## src/rtl/wb_host_bridge.sv

```systemverilog
// Native valid/ready memory port to single-beat classic Wishbone master.
// Optional hung-cycle abort enabled by defining WB_TIMEOUT_EN.
module wb_host_bridge #(
    parameter int unsigned TIMEOUT_CYCLES = 255,
    parameter logic [31:0] ERR_DATA       = 32'hFFFF_FFFF
) (
    input  logic        wb_clk_i,
    input  logic        wb_rst_ni,
    input  logic        mem_valid_i,
    input  logic [31:0] mem_addr_i,
    input  logic [31:0] mem_wdata_i,
    input  logic [3:0]  mem_wstrb_i,
    output logic        mem_ready_o,
    output logic [31:0] mem_rdata_o,
    output logic        wb_cyc_o,
    output logic        wb_stb_o,
    output logic        wb_we_o,
    output logic [3:0]  wb_sel_o,
    output logic [31:0] wb_adr_o,
    output logic [31:0] wb_dat_o,
    input  logic [31:0] wb_dat_i,
    input  logic        wb_ack_i,
    output logic        bus_err_o
);

    typedef enum logic [1:0] {
        IDLE,
        BUS,
        DONE
    } state_e;

    state_e      state_q, state_d;
    logic        ready_q, ready_d;
    logic [31:0] rdata_q, rdata_d;
    logic        cyc_q, cyc_d;
    logic        we_q, we_d;
    logic [3:0]  sel_q, sel_d;
    logic [31:0] adr_q, adr_d;
    logic [31:0] dat_q, dat_d;
    logic        abort;
    logic        unused_addr;

    assign unused_addr = ^mem_addr_i[1:0];

    if (TIMEOUT_CYCLES < 1 || TIMEOUT_CYCLES > 65535) begin : g_bad_timeout
        $error("wb_host_bridge: TIMEOUT_CYCLES out of range 1..65535");
    end

`ifdef WB_TIMEOUT_EN
    localparam logic [15:0] TERM = 16'(TIMEOUT_CYCLES - 1);

    logic [15:0] cnt_q, cnt_d;
    logic        err_q, err_d;

    // Count is zero whenever BUS is entered because IDLE keeps it cleared.
    always_comb begin
        cnt_d = cnt_q;
        err_d = err_q;
        if (state_q == IDLE) begin
            cnt_d = 16'd0;
        end else if (state_q == BUS && !wb_ack_i) begin
            cnt_d = cnt_q + 16'd1;
            if (abort) begin
                err_d = 1'b1;
            end
        end
    end

    assign abort = (state_q == BUS) && (cnt_q == TERM);

    always_ff @(posedge wb_clk_i or negedge wb_rst_ni) begin
        if (!wb_rst_ni) begin
            cnt_q <= 16'd0;
            err_q <= 1'b0;
        end else begin
            cnt_q <= cnt_d;
            err_q <= err_d;
        end
    end

    assign bus_err_o = err_q;
`else
    assign abort     = 1'b0;
    assign bus_err_o = 1'b0;
`endif

    always_comb begin
        state_d = state_q;
        ready_d = 1'b0;
        rdata_d = rdata_q;
        cyc_d   = cyc_q;
        we_d    = we_q;
        sel_d   = sel_q;
        adr_d   = adr_q;
        dat_d   = dat_q;
        unique case (state_q)
            IDLE: begin
                if (mem_valid_i) begin
                    adr_d   = {mem_addr_i[31:2], 2'b00};
                    dat_d   = mem_wdata_i;
                    we_d    = |mem_wstrb_i;
                    sel_d   = (|mem_wstrb_i) ? mem_wstrb_i : 4'hF;
                    cyc_d   = 1'b1;
                    state_d = BUS;
                end
            end
            BUS: begin
                // Ack takes priority over a coincident terminal count.
                if (wb_ack_i) begin
                    cyc_d   = 1'b0;
                    we_d    = 1'b0;
                    ready_d = 1'b1;
                    if (!we_q) begin
                        rdata_d = wb_dat_i;
                    end
                    state_d = DONE;
                end else if (abort) begin
                    cyc_d   = 1'b0;
                    we_d    = 1'b0;
                    ready_d = 1'b1;
                    if (!we_q) begin
                        rdata_d = ERR_DATA;
                    end
                    state_d = DONE;
                end
            end
            DONE: begin
                state_d = IDLE;
            end
            default: begin
                state_d = IDLE;
            end
        endcase
    end

    always_ff @(posedge wb_clk_i or negedge wb_rst_ni) begin
        if (!wb_rst_ni) begin
            state_q <= IDLE;
            ready_q <= 1'b0;
            rdata_q <= 32'd0;
            cyc_q   <= 1'b0;
            we_q    <= 1'b0;
            sel_q   <= 4'h0;
            adr_q   <= 32'd0;
            dat_q   <= 32'd0;
        end else begin
            state_q <= state_d;
            ready_q <= ready_d;
            rdata_q <= rdata_d;
            cyc_q   <= cyc_d;
            we_q    <= we_d;
            sel_q   <= sel_d;
            adr_q   <= adr_d;
            dat_q   <= dat_d;
        end
    end

    assign mem_ready_o = ready_q;
    assign mem_rdata_o = rdata_q;
    assign wb_cyc_o    = cyc_q;
    assign wb_stb_o    = cyc_q;
    assign wb_we_o     = we_q;
    assign wb_sel_o    = sel_q;
    assign wb_adr_o    = adr_q;
    assign wb_dat_o    = dat_q;

endmodule

```

## config.mk

```make
export PLATFORM = sky130hd
export DESIGN_NAME = wb_host_bridge
export DESIGN_NICKNAME = d
export VERILOG_FILES = /design/src/rtl/wb_host_bridge.sv
export SDC_FILE = /design/constraint.sdc
export NUM_CORES = 1
export LEC_CHECK = 0
export BUFFER_PORTS_ARGS = -buffer_cell sky130_fd_sc_hd__buf_2
export CAP_MARGIN = 25
export CORE_MARGIN = 10
export CORE_UTILIZATION = 44
export CTS_CLUSTER_SIZE = 40
export DETAILED_ROUTE_END_ITERATION = 7
export PLACE_DENSITY = 0.79
export SLEW_MARGIN = 20
export SYNTH_ARGS = -nofsm -noshare
export SYNTH_HDL_FRONTEND = slang
export SYNTH_SLANG_ARGS = --single-unit
```

## constraint.sdc

```tcl
create_clock -name wb_clk_i -period 1.9 [get_ports wb_clk_i]
set_clock_uncertainty 0.1 [all_clocks]
set_input_delay 0.285 -clock wb_clk_i [delete_from_list [all_inputs] [get_ports wb_clk_i]]
set_output_delay 0.285 -clock wb_clk_i [all_outputs]
set_load 0.1 [all_outputs]
```

==> results of run 1 <==
## metal layers
layer / share of wire / global-route usage / vias to the layer above
li1: - / - / 1208
met2: 0.51 / 0.2402 / 108
met4: 0.0043 / 0.03807 / 0
met5: 0 / 0 / -
met3: 0.11 / 0.08031 / 4
met1: 0.38 / 0.1563 / 1255
## path summary, 6_finish.rpt
path                                   end  slack [ps]  cells past startpoint
hold reg to reg            mem_rdata_o[15]         390                      1
max in group asynchronous     wb_adr_o[20]         660                      3
hold / removal                wb_dat_o[30]          50                      2
min in group asynchronous   mem_rdata_o[9]         360                      2
setup reg to reg           mem_rdata_o[14]         170                      4
setup / recovery           mem_rdata_o[14]         170                      4
## worst reg2reg max path: stages, from the launching register on
cell      delay [ps]
dfrtp_1          420
nand3b_1         290
nor2_2           230
buf_4            230
mux2_2           360
## per-stage QoR
stage                     instance area [um^2]  worst slack, ps  utilization  hold WS, ps
after floorplan                           3851            79.39            -       -110.6
after global placement                    5014            232.2       0.5834        188.8
after detailed placement                  5014            155.9       0.5834        196.4
after CTS                                 5233            152.5       0.6089        24.58
after global routing                      5233            72.21       0.6089        25.50
final                                     5233            172.9       0.6089        47.73
## area by class of cell
type	count	area (um^2)	area share
Multi-Input combinational cell	110	1176	0.2248
Timing Repair Buffer	210	1124	0.2147
Clock inverter	4	53.80	0.01028
Clock buffer	12	155.1	0.02965
Inverter	3	11.26	0.002152
Tap cell	108	135.1	0.02583
Sequential cell	103	2577	0.4926
## logic make-up after synthesis
| logic type | count (synthesis) | share of synthesized area |
|---|---|---|
| flip-flops | 103 | 0.6706 |
| multiplexers | 95 | 0.2780 |
| AO/OA/AOI/OAI | 7 | 0.01465 |
| AND/OR/NAND/NOR | 5 | 0.008788 |
| buffers and inverters | 17 | 0.02702 |
| other | 1 | 0.0009756 |
## registers in the layout, indices dropped and copies added (netlist names)
name / count
wb_adr_o: 30
wb_dat_o: 32
mem_ready_o: 1
wb_cyc_o: 1
state_q: 2
wb_sel_o: 4
wb_we_o: 1
mem_rdata_o: 32
## layout by cell type, fill, tap and decap left out
cell type,count
nand3b_1,1
nor2_2,1
inv_1,3
buf_4,3
buf_12,4
a21o_1,1
o21ai_0,1
buf_2,202
nor3b_4,1
clkinv_4,1
mux2_1,6
dfrtp_1,103
o41ai_1,1
conb_1,3
nor2_1,1
clkbuf_8,11
mux2_2,88
clkbuf_1,1
mux2i_1,1
clkinvlp_4,2
nand2_1,1
bufinv_16,1
dlygate4sd3_1,1
o22a_1,4
==> impl_metrics.env, run 1 <==
export IMPL_status="completed"
export IMPL_wl_per_cell_um=17.69
export IMPL_crit_type="flop to flop"
export IMPL_setup_viol_count_final=0
export IMPL_clkSinkCount=103
export IMPL_finalSetupTns_ps=0
export IMPL_yosys_top_cells_area="dfrtp_1 67%, mux2_2 26%, buf_4 1.8%"
export IMPL_ys_seq_elements=103
export IMPL_postCtsResizedCells=0
export IMPL_overflow=0
export IMPL_gp_congestion=0.6914
export IMPL_seq_area_frac_synth=0.6706
export IMPL_fillers=700
export IMPL_end_kind="flop"
export IMPL_drtPass1Iterations=4
export IMPL_via_count=2575
export IMPL_ys_warn_count=0
export IMPL_netlist_area_um2=3844
export IMPL_grt_use_total=0.1447
export IMPL_reg2reg_from="state_q[1]"
export IMPL_port_buffer_count=203
export IMPL_drive_gt1_frac=0.7104
export IMPL_cts_clk_slew_worst_paths_ps=100
export IMPL_grt_pass1_vias=2920
export IMPL_slew_headroom=0.4540
export IMPL_hold_start="mem_wdata_i[30]"
export IMPL_synthFlopType="dfrtp_1"
export IMPL_insertion_delay_ps=340
export IMPL_dp_hpwl_mm=7.778
export IMPL_ant_nets=0
export IMPL_drv_cap=0
export IMPL_fin_nets=541
export IMPL_dieArea_um2=12870
export IMPL_startpoint_type="flop"
export IMPL_synth_edff_count=0
export IMPL_arrival_ps=1870
export IMPL_coreArea_um2=8593
export IMPL_dpl_cell_count=533
export IMPL_stdcell_count=550
export IMPL_dieHeight_um=113.5
export IMPL_drc=0
export IMPL_synth_top_cell_by_area="dfrtp_1"
export IMPL_yosysUniqueCellTypes=17
export IMPL_synth_common_cells="103 x dfrtp_1, 88 x mux2_2, 9 x buf_4"
export IMPL_yosysMostFrequentCell="dfrtp_1"
export IMPL_async_flop_share=1.000
export IMPL_synth_top_area_frac=0.6706
export IMPL_cp_slowest_cell="dfrtp_1"
export IMPL_report_final_slew_viol_count=0
export IMPL_antenna_found_initial=0
export IMPL_drt_iter0_markers=66
export IMPL_wl_mm=9.730
export IMPL_period_needed_ps=1727
export IMPL_rsz0062_at_grt="no"
export IMPL_start_util=0.4473
export IMPL_hold_viol_final=0
export IMPL_startpoint="state_q[1]"
export IMPL_cts_buffers=9
export IMPL_clockRootBuffer="clkbuf_8"
export IMPL_critPathMaxFanout=10
export IMPL_fmaxAchievable_ghz=0.5790
export IMPL_synthCells=228
export IMPL_grt_pass1_wl_mm=15.04
export IMPL_critPathBufInv=1
export IMPL_cp_cell_sequence="nand3b_1, nor2_2, buf_4, mux2_2"
export IMPL_worstPathRequired_ps=2040
export IMPL_io_pins=209
export IMPL_cts_max_level=3
export IMPL_antenna_cells=0
export IMPL_hold_buffers=1
export IMPL_fin_crit_sh=0.9090
export IMPL_cts_tree="yes"
export IMPL_syn_to_final_growth_pct=36.13
export IMPL_grt_max_degree=55
export IMPL_postCtsSetupBuffers=0
export IMPL_hold_class="primary input to flop"
export IMPL_die_width_um=113.5
export IMPL_rows=34
export IMPL_vias_per_cell=4.682
export IMPL_synth_avg_cell_area_um2=16.86
export IMPL_clock_path_buffers=2
export IMPL_worstMarginPinSlew_ps=808.4
export IMPL_cpLargestDelayFamily="simple AND/OR/NAND/NOR gates"
export IMPL_max_stage_delay_ps=420
Power of run 1 is not shown: default switching activity piles up to over one toggle a cycle in this logic, so the estimate is an artifact.
==> run 2: changes to the inputs <==
- CTS_CLUSTER_SIZE: 40 -> 25
- GPL_TIMING_DRIVEN: default -> 0
==> run 2 against run 1 <==
  * Core utilization rose by 0.55 points
  * Final cell count rose by 1.8%
  * Flip-flop and latch count did not move
  * Hold slack improved by 6.8 ps
  * Fmax fell by 2.1%
  * Worst setup slack got worse by 36 ps
  * Register-to-register slack got worse by 40 ps
  * Global-route usage rose by 0.60 points
  * Design area rose by 0.91%
  * Critical path depth rose by 1
  * Clock-buffer cell count fell by 2
==> impl_metrics.env, run 2 (synthesis results as in run 1) <==
export IMPL_worstPathRequired_ps=2030
export IMPL_arrival_ps=1890
export IMPL_grt_pass1_wl_mm=15.51
export IMPL_drive_gt1_frac=0.7168
export IMPL_coreArea_um2=8593
export IMPL_drv_cap=0
export IMPL_setup_viol_count_final=0
export IMPL_grt_pass1_vias=2991
export IMPL_met1_usage=0.1493
export IMPL_grt_use_total=0.1506
export IMPL_cts_max_level=3
export IMPL_dieHeight_um=113.5
export IMPL_dp_hpwl_mm=8.116
export IMPL_overflow=0
export IMPL_die_width_um=113.5
export IMPL_cts_clk_slew_worst_paths_ps=90
export IMPL_grt_max_degree=56
export IMPL_fmaxAchievable_ghz=0.5670
export IMPL_wl_mm=10.07
export IMPL_end_kind="flop"
export IMPL_rows=34
export IMPL_final_cell_mix="207 x buf_2, 103 x dfrtp_1, 88 x mux2_2"
export IMPL_antenna_found_initial=0
export IMPL_gp_congestion=0.6913
export IMPL_port_buffer_count=203
export IMPL_fin_nets=553
export IMPL_wl_per_cell_um=17.99
export IMPL_stdcell_count=560
export IMPL_rsz0062_at_grt="no"
export IMPL_ff_latch_area_um2=2577
export IMPL_hold_viol_final=0
export IMPL_grt_util_met2=0.2608
export IMPL_ant_nets=0
export IMPL_multi_input_area_um2=1181
export IMPL_clkSinkCount=103
export IMPL_start_util=0.4473
export IMPL_clock_path_buffers=2
export IMPL_critPathMaxFanout=10
export IMPL_finalSetupTns_ps=0
export IMPL_dieArea_um2=12870
export IMPL_worstMarginPinSlew_ps=872.2
export IMPL_syn_to_final_growth_pct=37.37
export IMPL_io_pins=209
export IMPL_hold_path_cell_count=2
export IMPL_hold_class="primary input to flop"
export IMPL_crit_type="flop to flop"
export IMPL_slew_headroom=0.4109
export IMPL_whs_ps=54.52
export IMPL_report_final_slew_viol_count=0
export IMPL_insertion_delay_ps=350
export IMPL_fillers=734
export IMPL_via_count=2643
export IMPL_finish_utilization=0.6144
export IMPL_clockRootBuffer="clkbuf_8"
export IMPL_cts_buffers=9
export IMPL_antenna_cells=0
export IMPL_startpoint_type="flop"
export IMPL_fin_crit_sh=0.9282
export IMPL_rr_worst_depth=5
export IMPL_final_common_cell="buf_2"
export IMPL_use_met3=0.09081
export IMPL_drtPass1Iterations=4
export IMPL_grt_busiest_layer="met2"
export IMPL_period_needed_ps=1764
export IMPL_drt_iter0_markers=76
export IMPL_vias_per_cell=4.720
export IMPL_drc=0
export IMPL_status="completed"
export IMPL_cts_tree="yes"
export IMPL_dpl_cell_count=542
[run 2: stage by stage]
step | setup slack (ps) | area, um^2
after floorplan | 79.39 | 3851
after global placement | -582.5 | 5002
after detailed placement | -93.09 | 5036
after CTS | 8.721 | 5253
after global routing | 56.14 | 5280
final | 136.5 | 5280
[run 2: cell type report]
cell class | instances | area share
timing repair buffer | 208 | 0.2050
clock buffer | 10 | 0.02417
sequential | 103 | 0.4882
inverter | 3 | 0.002133
tap | 108 | 0.02559
multi-input combinational | 110 | 0.2237
buffer | 14 | 0.01754
clock inverter | 4 | 0.01374
[run 2: worst max-delay path, stage by stage, from the launching register on]
cell and delay, ps:
dfrtp_1 440, nor3b_4 200, buf_4 180, buf_4 190, buf_4 200, mux2_1 340
[run 2: path summary, 6_finish.rpt]
kind                                 startpoint         endpoint  slack (ps)
worst min-delay path               wb_dat_i[16]  mem_rdata_o[16]          50
worst max-delay path                 state_q[0]     wb_dat_o[29]         140
worst min register to register  mem_rdata_o[16]  mem_rdata_o[16]         400
max in group asynchronous             wb_rst_ni      wb_adr_o[9]         730
worst max register to register       state_q[0]     wb_dat_o[29]         140
min in group asynchronous             wb_rst_ni   mem_rdata_o[1]         340
[run 2: layer usage]
metal  wire length (um)  part of all wire
met5                  0                 0
met4                108             0.011
met3               1299              0.13
met2               5143              0.51
met1               3520              0.35
[run 2: timing repair]
action / 4_1_cts / 5_1_grt
endpoints found under the hold margin: 48 / 0
endpoints found under the setup margin: 4 / 10
buffers inserted: 0 / 3
gates resized for setup: 1 / 1
hold buffers: 1 / 0
pin swaps: 0 / 1
Power of run 2 is left out for the same reason.
